File: src/rtl/nibble_packer_4to16_pkg.sv
// Shared definitions for the 4-to-16 nibble packer.
// Holds the symbol/word geometry, the mask and packed word types used for
// buffer entries, and the slot-index function that maps the fill count to
// the slot a symbol lands in.
package nibble_packer_4to16_pkg;

  localparam int DATA_IN_WIDTH  = 4;
  localparam int RATIO          = 4;
  localparam int DATA_OUT_WIDTH = DATA_IN_WIDTH * RATIO;
  localparam int CNT_WIDTH      = $clog2(RATIO);
  localparam int BUF_DEPTH      = 2;

  typedef logic [RATIO-1:0]     mask_t;
  typedef logic [CNT_WIDTH-1:0] slot_t;

  // One buffer entry: the packed word plus which of its slots carry data.
  typedef struct packed {
    logic [DATA_OUT_WIDTH-1:0] data;
    mask_t                     mask;
  } word_t;

  localparam int WORD_WIDTH = $bits(word_t);

  // Slot a symbol goes to, given how many symbols the current word already
  // holds. MSB-first order fills from the top slot downwards.
  function automatic slot_t slot_index(input logic msb_first, input slot_t count);
    slot_t last;
    last = slot_t'(RATIO - 1);
    return msb_first ? (last - count) : count;
  endfunction

endpackage

File: src/rtl/nibble_packer_4to16_pack_out_buf.sv
// Two-entry synchronous FIFO holding completed words for the packer.
// Ports:
//   clk       - rising-edge clock
//   rstn      - synchronous active-low reset, empties the FIFO
//   push      - write push_data at the tail (ignored when full)
//   push_data - entry to write
//   pop       - drop the head entry (ignored when empty)
//   head      - oldest entry, zero after reset
//   cnt       - number of stored entries, 0..2
module pack_out_buf #(
  parameter int WIDTH = 20
) (
  input  logic             clk,
  input  logic             rstn,
  input  logic             push,
  input  logic [WIDTH-1:0] push_data,
  input  logic             pop,
  output logic [WIDTH-1:0] head,
  output logic [1:0]       cnt
);

  logic [WIDTH-1:0] mem [2];
  logic             wr_ptr;
  logic             rd_ptr;
  logic             do_push;
  logic             do_pop;

  // Guard both ends so a misbehaving caller can never corrupt the count.
  assign do_pop  = pop && (cnt != 2'd0);
  assign do_push = push && (cnt != 2'd2);

  assign head = mem[rd_ptr];

  // Storage, pointers and occupancy. A simultaneous push and pop leaves the
  // count alone while both pointers advance, so order is preserved.
  always_ff @(posedge clk) begin
    if (!rstn) begin
      mem[0] <= '0;
      mem[1] <= '0;
      wr_ptr <= 1'b0;
      rd_ptr <= 1'b0;
      cnt    <= 2'd0;
    end else begin
      if (do_push) begin
        mem[wr_ptr] <= push_data;
        wr_ptr      <= ~wr_ptr;
      end
      if (do_pop) begin
        rd_ptr <= ~rd_ptr;
      end
      case ({do_push, do_pop})
        2'b10:   cnt <= cnt + 2'd1;
        2'b01:   cnt <= cnt - 2'd1;
        default: cnt <= cnt;
      endcase
    end
  end

endmodule

File: src/rtl/nibble_packer_4to16.sv
// Width up-converter: collects 4-bit symbols into 16-bit words and hands
// them downstream through a valid/ready handshake, with flush support for
// emitting a partially filled word together with a per-slot valid mask.
// Ports:
//   clk       - rising-edge clock
//   rstn      - synchronous active-low reset
//   din       - input symbol
//   din_en    - din valid
//   din_rdy   - symbol and/or flush can be accepted this cycle
//   flush     - emit any partial word (taken only with din_rdy)
//   dout      - packed word at the head of the output buffer
//   dout_mask - bit i set when dout[4i+3:4i] holds data
//   dout_en   - dout/dout_mask valid
//   dout_rdy  - downstream takes the word
module nibble_packer_4to16
  import nibble_packer_4to16_pkg::*;
#(
  parameter bit MSB_FIRST = 1'b1,
  parameter int OUT_DEPTH = BUF_DEPTH
) (
  input  logic                      clk,
  input  logic                      rstn,
  input  logic [DATA_IN_WIDTH-1:0]  din,
  input  logic                      din_en,
  output logic                      din_rdy,
  input  logic                      flush,
  output logic [DATA_OUT_WIDTH-1:0] dout,
  output logic [RATIO-1:0]          dout_mask,
  output logic                      dout_en,
  input  logic                      dout_rdy
);

  slot_t                     acc_cnt;
  logic [DATA_OUT_WIDTH-1:0] acc;
  mask_t                     acc_mask;
  logic                      run_q;
  logic [1:0]                buf_cnt;
  word_t                     head;
  word_t                     push_word;
  slot_t                     slot;
  logic [DATA_OUT_WIDTH-1:0] next_acc;
  mask_t                     next_mask;
  logic                      nib_acc;
  logic                      flush_acc;
  logic                      word_full;
  logic                      push;
  logic                      pop;

  // Ready depends only on registered state: run_q keeps it low while in
  // reset, and a free buffer slot guarantees any completion can be pushed.
  assign din_rdy   = run_q && (buf_cnt != 2'(OUT_DEPTH));
  assign nib_acc   = din_en && din_rdy;
  assign flush_acc = flush && din_rdy;
  assign slot      = slot_index(MSB_FIRST, acc_cnt);
  assign word_full = nib_acc && (acc_cnt == slot_t'(RATIO - 1));

  // A flush with nothing held and no symbol arriving emits nothing, so an
  // all-zero mask never reaches the output.
  assign push = word_full || (flush_acc && (nib_acc || (acc_cnt != '0)));

  // Accumulator contents including this cycle's symbol; this is what gets
  // pushed, so a flush coinciding with a symbol carries that symbol along.
  always_comb begin
    next_acc  = acc;
    next_mask = acc_mask;
    if (nib_acc) begin
      next_acc[slot*DATA_IN_WIDTH +: DATA_IN_WIDTH] = din;
      next_mask[slot] = 1'b1;
    end
  end

  assign push_word = '{data: next_acc, mask: next_mask};

  // Accumulator state. A push always restarts from an empty word so that
  // unfilled slots of the next word read as zero.
  always_ff @(posedge clk) begin
    if (!rstn) begin
      run_q    <= 1'b0;
      acc_cnt  <= '0;
      acc      <= '0;
      acc_mask <= '0;
    end else begin
      run_q <= 1'b1;
      if (push) begin
        acc_cnt  <= '0;
        acc      <= '0;
        acc_mask <= '0;
      end else if (nib_acc) begin
        acc_cnt  <= acc_cnt + slot_t'(1);
        acc      <= next_acc;
        acc_mask <= next_mask;
      end
    end
  end

  assign pop = dout_en && dout_rdy;

  pack_out_buf #(
    .WIDTH(WORD_WIDTH)
  ) u_buf (
    .clk      (clk),
    .rstn     (rstn),
    .push     (push),
    .push_data(push_word),
    .pop      (pop),
    .head     (head),
    .cnt      (buf_cnt)
  );

  assign dout_en   = (buf_cnt != 2'd0);
  assign dout      = head.data;
  assign dout_mask = head.mask;

endmodule

File: config.mk
export PLATFORM = sky130hd
export DESIGN_NAME = nibble_packer_4to16
export DESIGN_NICKNAME = d
export VERILOG_FILES = /design/src/rtl/nibble_packer_4to16_pkg.sv /design/src/rtl/nibble_packer_4to16_pack_out_buf.sv /design/src/rtl/nibble_packer_4to16.sv
export SDC_FILE = /design/constraint.sdc
export NUM_CORES = 1
export LEC_CHECK = 0
export CORE_MARGIN = 5
export CORE_UTILIZATION = 40
export CTS_BUF_LIST = sky130_fd_sc_hd__clkbuf_16
export DETAILED_ROUTE_END_ITERATION = 10
export SLEW_MARGIN = 15
export SYNTH_ARGS = -nofsm -noshare
export SYNTH_HDL_FRONTEND = slang
export SYNTH_SLANG_ARGS = --single-unit
File: constraint.sdc
create_clock -name clk -period 4.2 [get_ports clk]
set_input_delay 0.63 -clock clk [delete_from_list [all_inputs] [get_ports clk]]
set_output_delay 0.63 -clock clk [all_outputs]
set_load 0.05 [all_outputs]
# Word level (Yosys, flattened, before mapping)

Memories as Yosys holds them, arrays and structs flattened. A register that Yosys moved wholly into a read port is not among the register bits.
Index checks and enable logic that the tools add are counted.

Add/sub/neg operators: 5
Multipliers: 0
Divide/modulo/power cells: 0
Order comparisons: 2
Equal/unequal tests: 4
Shift-type cells: 2
Muxes and demuxes: 16
Bitwise gates (word level): 4
Reductions and logical operators: 16

Operators with widths:

| operator                  | count |
|---|---|
| $neg A4 Y34               | 1 |
| $shift A4 B34 Y16 const A | 1 |
| $shiftx A4 B34 Y16        | 1 |
| $mux W20                  | 1 |
| $reduce_or A20 Y1         | 1 |
| $bwmux W16                | 1 |
| $mux W16                  | 1 |
| $mux W1                   | 10 |
| $logic_and A1 B1 Y1       | 9 |
| $reduce_bool A2 Y1        | 3 |
| $add A2 B1 Y2 const B     | 2 |
| $eq A2 B2 Y1 const B      | 2 |
| $mux W4                   | 1 |
| $or A4 B4 Y4              | 1 |
| $pmux W2 S2               | 1 |
| $lt A2 B3 Y1 const B      | 1 |
| $not A1 Y1                | 3 |
| $demux W1 S2              | 1 |
| $eq A2 B1 Y1 const B      | 1 |
| $ge A2 B1 Y1 const B      | 1 |
| $logic_or A1 B1 Y1        | 2 |
| $ne A2 B2 Y1 const B      | 1 |
| $reduce_or A2 Y1          | 1 |
| $sub A2 B1 Y2 const B     | 1 |
| $sub A2 B2 Y2 const A     | 1 |

Bits in registers: 27
Latch bits: 0
RAM bits: 40
Memory bits (read-only): 0
Input port bits: 9
Memories kept: 1

Memories:

| name      | depth | bits a word | read ports | clocked after Yosys merged registers in | wr ports | RTL line                               | RTL |
|---|---|---|---|---|---|---|---|
| u_buf.mem | 2     | 20          | 1          | 1                                       | 2        | nibble_packer_4to16_pack_out_buf.sv:22 | `logic [WIDTH-1:0] mem [2];` |

# Longest topological paths before layout

Gate-level depths: netlist of run 1.

Word-level depth: 12
Gate-level depth with buffers: 9
Mapped depth without buffers: 9

# By module

From an unflattened synthesis of run 1, not the netlist that was laid out.

Cell total of the unflattened synthesis: 297
Area, all modules: 3085.5 um2

Modules (own cells, without submodules):

| module              | instances | cells an instance | area an instance (um2) |
|---|---|---|---|
| pack_out_buf        | 1         | 153               | 1925.6 |
| nibble_packer_4to16 | 1         | 144               | 1159.9 |

# Worst setup path before layout of run 1

Ideal clock, no wire load.

Path kind: input port to flip-flop
Start point: in din_en
End point: mem u_buf.mem[0][0], enable pin
Library setup time: 0.425 ns
Data arrival time: 2.671 ns
Setup slack: 1.105 ns
Stages on the path: 5
Buffers on the path: 1
Cells stage by stage: and2_0 > and3_4 > buf_6 > nor2_1 > o21ai_0

RTL lines:

| item            | RTL line                               | RTL |
|---|---|---|
| start, declared | nibble_packer_4to16.sv:24              | `input logic din_en,` |
| end, declared   | nibble_packer_4to16_pack_out_buf.sv:22 |  |

==> results of run 1 <==
## how the worst max path moves through the flow
| stage | start | endpoint | slack, ns | cells past startpoint |
|---|---|---|---|---|
| after global routing | register | dout[8] | 1.09 | 2 |
| after detailed placement | din_en | u_buf.mem[1][5] | 1.08 | 6 |
| after floorplan | din_en | u_buf.mem[0][0] | 1.10 | 5 |
| final | register | dout_mask[0] | 1.25 | 2 |
| after CTS | register | dout_mask[0] | 1.17 | 2 |
| after global placement | din_en | u_buf.mem[1][7] | 1.19 | 6 |
## metal layers
layer,GRT usage,vias to the layer above,part of all wire
met3,0.0391,10,0.035
li1,-,906,-
met5,0,-,0
met1,0.174,840,0.46
met2,0.210,35,0.48
met4,0.0675,0,0.022
## sequential cells by signal, summed over array words and instances (netlist names), named ones only
signal,count
u_buf.mem,40
acc,16
acc_mask,4
acc_cnt,2
u_buf.cnt,2
run_q,1
u_buf.rd_ptr,1
u_buf.wr_ptr,1
## layout make-up
class / count / share of cell area
clock inverter: 7 / 0.0167
inverter: 3 / 0.00313
timing repair buffer: 33 / 0.0897
tap: 99 / 0.0344
clock buffer: 9 / 0.0626
multi-input combinational: 160 / 0.304
sequential: 68 / 0.489
## where the power goes
group | internal, uW | total (uW) | leakage (uW) | switching (uW)
Clock | 450 | 708 | 0.000139 | 258
Sequential | 742 | 778 | 0.000644 | 36.1
Combinational | 157 | 388 | 0.000582 | 231
Total | 1350 | 1870 | 0.00136 | 525
## layout by cell type, fill, tap and decap left out, types with 5 or more instances in the layout
cell type / netlist / routed
clkbuf_16: 0 / 9
edfxtp_1: 40 / 40
mux2i_1: 12 / 12
dfxtp_1: 28 / 28
and2_1: 14 / 14
a21oi_1: 5 / 5
mux2_2: 20 / 20
inv_1: 3 / 5
clkdlybuf4s50_1: 0 / 30
ha_1: 8 / 8
nor2_1: 55 / 55
nor2_2: 8 / 8
## logic make-up (layout without fill, tap and decap cells)
group | count (synthesis) | in the layout | share of synthesized area
adders and majority gates | 8 | 8 | 0.0340
DFF | 68 | 68 | 0.598
AOI/OAI and AO/OA | 16 | 16 | 0.0352
muxes | 32 | 32 | 0.117
and+or+nand+nor | 100 | 100 | 0.173
buffers and inverters | 14 | 52 | 0.0310
xor gates and xnor gates | 4 | 4 | 0.0119
## through the flow
stage / total power, uW / std cells / worst slack (ns)
after floorplan: 1080 / 242 / 1.10
after CTS: 1890 / 379 / 1.17
after global placement: 1180 / 363 / 1.19
final: 1870 / 379 / 1.25
after global routing: 1950 / 379 / 1.09
after detailed placement: 1190 / 363 / 1.08
## critical path, stage by stage, from the launching register on
cell	delay, ns
dfxtp_1	0.87
mux2_2	0.43
clkdlybuf4s50_1	0.70
==> results.toml, run 1 <==
[outcome]
status = "complete, no violations"

[synthesis]
ys.flop_type = "edfxtp_1"
yosys.area.top_type_share = 0.407
syn_area_per_cell_um2 = 12.2
ys_top_cells_by_area = "edfxtp_1 (41%), dfxtp_1 (19%), mux2_2 (7.6%), nor2_1 (7.0%), mux2i_1 (4.1%)"
synth_edf_count = 40
syn-cell-area_mm2 = 0.00295
ys_seq_area_frac = 0.598
ys_types = 37
syn_nets = 259
ys_top_cells_by_count = "nor2_1 (55), edfxtp_1 (40), dfxtp_1 (28)"
synth-seq-cells = 68
synth.most_common_cell = "nor2_1"
synth_cells = 242
synth_top_cell_by_area = "edfxtp_1"
yosysWarnings = 0
async_flop_share = 0

[timing]
setup_viol = 0
rsz0062_at_grt = "false"
slew_headroom = 0.404
worst_clock_skew_ns = 0.00674
fin_tns_setup_ns = 0
max_freq_mhz = 339
holdWs_ns = 0.490
post-route-period-util = 0.703
finalHoldViolCount = 0
drv_slew = 0
finalCriticalPeriod_ns = 2.95
tightest_slew_ns = 0.891

[cts]
cts_buffers = 9
htreeDepth = 3
clk_path_buf_depth = 2
cts.reportedPaths.clkPinSlew_ns = 0.05
cts.sinks = 68
holdBufCountCts = 0
cts_tree = "done"
post-cts-setup-buffers = 0
clock_latency_ns = 0.33
cts-root-buf = "clkbuf_16"
cts_repair_resize_count = 0

[worst_hold_path]
holdPathEnd = "acc_mask[0]"
hp-class = "reg2reg"
min-delay-start = "acc_mask[0]"
min_path_cells = 1

[grt]
grt_pass1_wl_um = 9150
grt_max_degree = 22
grt.total_usage = 0.136
first_global_vias = 1851
grt_antenna_before_repair = 0
grt_overflow = 0

[place]
placed_cell_area_mm2 = 0.00331
portBuffers = 30
dpl.hpwl_um = 3640
gp_congestion = 0.760

[final_layout]
post-route-util = 0.499
drive_gt1_frac = 0.179
syn2layout_area_growth_pct = 22.1
multi_input_area_mm2 = 0.00109
finalNetCount = 292
fin_area_mm2 = 0.00360
fillers = 703
ff_latch_area_mm2 = 0.00176
n_antenna_cell = 0

[power]
ir_drop_mv = 0.330
powerDensity_mw_per_mm2 = 521
leakagePower_uw = 0.00136

[die]
pin_count = 31
die_w_um = 95.8
die_h_um = 95.8
core_mm2 = 0.00721
row_count = 31
start_util = 0.409
die_area_mm2 = 0.00919

[setup_path]
r2r-end = "u_buf.mem[1][5]"
crit_type = "reg2out"
reg2reg_slack_ns = 1.58
r2r-start = "acc_cnt[0]"
critPathLaunchType = "register"
cp.arrival_ns = 2.32
crit_fanout = 20
reg2reg_depth = 7
worstPathRequired_ns = 3.57
crit_path_end_kind = "output pin"

[routing]
dr.pass1.iters = 4
wl_um = 5360
drc = 0
drt_iter0_drc = 57
via_per_inst = 4.73
routedWlPerCell_um = 14.2
detail-route-antenna-nets = 0
vias = 1791

[run]
drv_cap = 0
Power figures use the tool's default switching activity.
==> inputs of run 2 (changes only) <==
==> constraint.sdc (replaced) <==
create_clock -name clk -period 2.6 [get_ports clk]
set_input_delay 0.39 -clock clk [delete_from_list [all_inputs] [get_ports clk]]
set_output_delay 0.39 -clock clk [all_outputs]
set_load 0.05 [all_outputs]
==> run 2 against run 1 <==
  * Wire length is 1.9% higher
  * Register-to-register slack worse by 1.1 ns
  * Clock power up 43%
  * Setup slack lost 1.0 ns
  * Critical endpoint is now dout[7]
  * Global-route usage did not move
  * Sequential share of layout area down 0.22 points
  * Largest power group unchanged
  * Hold slack worse by 0.0041 ns
  * Largest cell class unchanged
  * Cell area grew 0.45%
==> results.toml, run 2 (same netlist as run 1, synthesis figures left out) <==
[cts]
cts_buffers = 9
clk_path_buf_depth = 2
cts.reportedPaths.clkPinSlew_ns = 0.05
cts_repair_resize_count = 0
cts_tree = "done"
post-cts-setup-buffers = 0
htreeDepth = 3
cts.sinks = 68
holdBufCountCts = 0
clock_latency_ns = 0.32
cts-root-buf = "clkbuf_16"

[final_layout]
post-route-util = 0.501
reg_top3 = "u_buf.mem x40, acc x16, acc_mask x4"
final_common_cell = "nor2_1"
most-common-layout-cells = "nor2_1 (55), edfxtp_1 (40), clkdlybuf4s50_1 (30)"
n_antenna_cell = 0
syn2layout_area_growth_pct = 22.7
largest_reg_flops = 40
largest_register = "u_buf.mem"
fin_area_mm2 = 0.00362
drive_gt1_frac = 0.182
finalNetCount = 297

[die]
pin_count = 31
die_area_mm2 = 0.00919
core_mm2 = 0.00721
row_count = 31
die_h_um = 95.8
die_w_um = 95.8
start_util = 0.409

[routing]
drt_iter0_drc = 82
via_per_inst = 4.78
drc = 0
routedWlPerCell_um = 14.2
wl_um = 5460
vias = 1837
detail-route-antenna-nets = 0
dr.pass1.iters = 4

[grt]
grt_max_degree = 22
grt_antenna_before_repair = 0
first_global_vias = 1893
grt_overflow = 0
grt_pass1_wl_um = 9360
grt.total_usage = 0.136

[setup_path]
cp_cell_sequence = "buf_4, mux2_2, clkdlybuf4s50_1"
crit_family = "buffers and inverters"
cp_num_buf_inv = 2
crit_path_top_delay_cell = "clkdlybuf4s50_1"
worstPathRequired_ns = 2.21
crit_path_end_kind = "output pin"
cp.arrival_ns = 1.98
crit_fanout = 20
crit_type = "reg2out"
max_stage_delay_ns = 0.70
critPathLaunchType = "register"

[worst_hold_path]
hp-class = "reg2reg"

[timing]
rsz0062_at_grt = "false"
drv_slew = 0
slew_headroom = 0.661
finalCriticalPeriod_ns = 2.37
post-route-period-util = 0.911
tightest_slew_ns = 0.506
worst_slack_ns = 0.231
setup_viol = 0
fin_tns_setup_ns = 0
max_freq_mhz = 422
finalHoldViolCount = 0
worst_clock_skew_ns = 0.00403

[power]
powerDensity_mw_per_mm2 = 806
leakagePower_uw = 0.00138
ir_drop_mv = 0.396
power.total_uw = 2920

[outcome]
status = "complete, no violations"

[place]
gp_congestion = 0.767
dpl.hpwl_um = 3690
pre_cts_slack_ns = 0.165
portBuffers = 30
placed_cell_area_mm2 = 0.00336

[run]
drv_cap = 0
run 2: changes by cell type in the layout (fill, tap and decap cells not counted), sizes merged:
cell / previous run / this run
buf: 3 / 8
bufinv: 1 / 0
clkinv: 2 / 5
clkinvlp: 2 / 0
run 2: per-layer routing:
metal | vias up | GRT usage | wire length, um
met4 | 0 | 0.0675 | 75
li1 | 914 | - | -
met3 | 6 | 0.0219 | 137
met5 | - | 0 | 0
met2 | 24 | 0.222 | 2700
met1 | 893 | 0.174 | 2550
run 2: power by group:
| group | internal [uW] | switching [uW] | total, uW |
|---|---|---|---|
| Sequential | 1200 | 24.5 | 1220 |
| Combinational | 266 | 416 | 682 |
| Clock | 620 | 390 | 1010 |
run 2: path summary, 6_finish.rpt:
kind	start	slack, ns	to	cells past startpoint
worst max-delay path	register	0.23	dout[7]	3
worst min-delay path	acc_mask[0]	0.49	acc_mask[0]	1
worst max register to register	acc_cnt[1]	0.47	u_buf.cnt[1]	8
worst min register to register	acc_mask[0]	0.49	acc_mask[0]	1
run 2: through the flow:
stage	hold slack [ns]	cells
final	0.486	384
after global routing	0.512	384
after CTS	0.484	384
after detailed placement	0.477	368
after global placement	0.480	368
after floorplan	0.418	242
run 2: cell type report:
cell class,instances,area (um2)
multi-input combinational,160,1090
fill,685,3600
timing repair buffer,38,373
sequential,68,1760
inverter,3,11.3
clock buffer,9,225
tap,99,124
clock inverter,7,26.3
run 2: worst register-to-register path: cells and delay by family, from the launching register on:
| family | cells | cell delay, ns |
|---|---|---|
| and+or+nand+nor | 2 | 0.54 |
| adders and majority gates | 2 | 0.52 |
| AOI/OAI and AO/OA | 2 | 0.44 |
| DFF | 1 | 0.35 |
| buffers and inverters | 2 | 0.21 |
==> inputs of run 3 (changes only) <==
--- a/config.mk
+++ b/config.mk
@@ -9,7 +9,9 @@
 export CORE_UTILIZATION = 40
 export CTS_BUF_LIST = sky130_fd_sc_hd__clkbuf_16
 export DETAILED_ROUTE_END_ITERATION = 10
+export HOLD_SLACK_MARGIN = 0.1
 export SLEW_MARGIN = 15
 export SYNTH_ARGS = -nofsm -noshare
 export SYNTH_HDL_FRONTEND = slang
 export SYNTH_SLANG_ARGS = --single-unit
+export TNS_END_PERCENT = 30
==> results of run 3 <==
The final DEF is identical to that of run 2; final timing and power are the same.
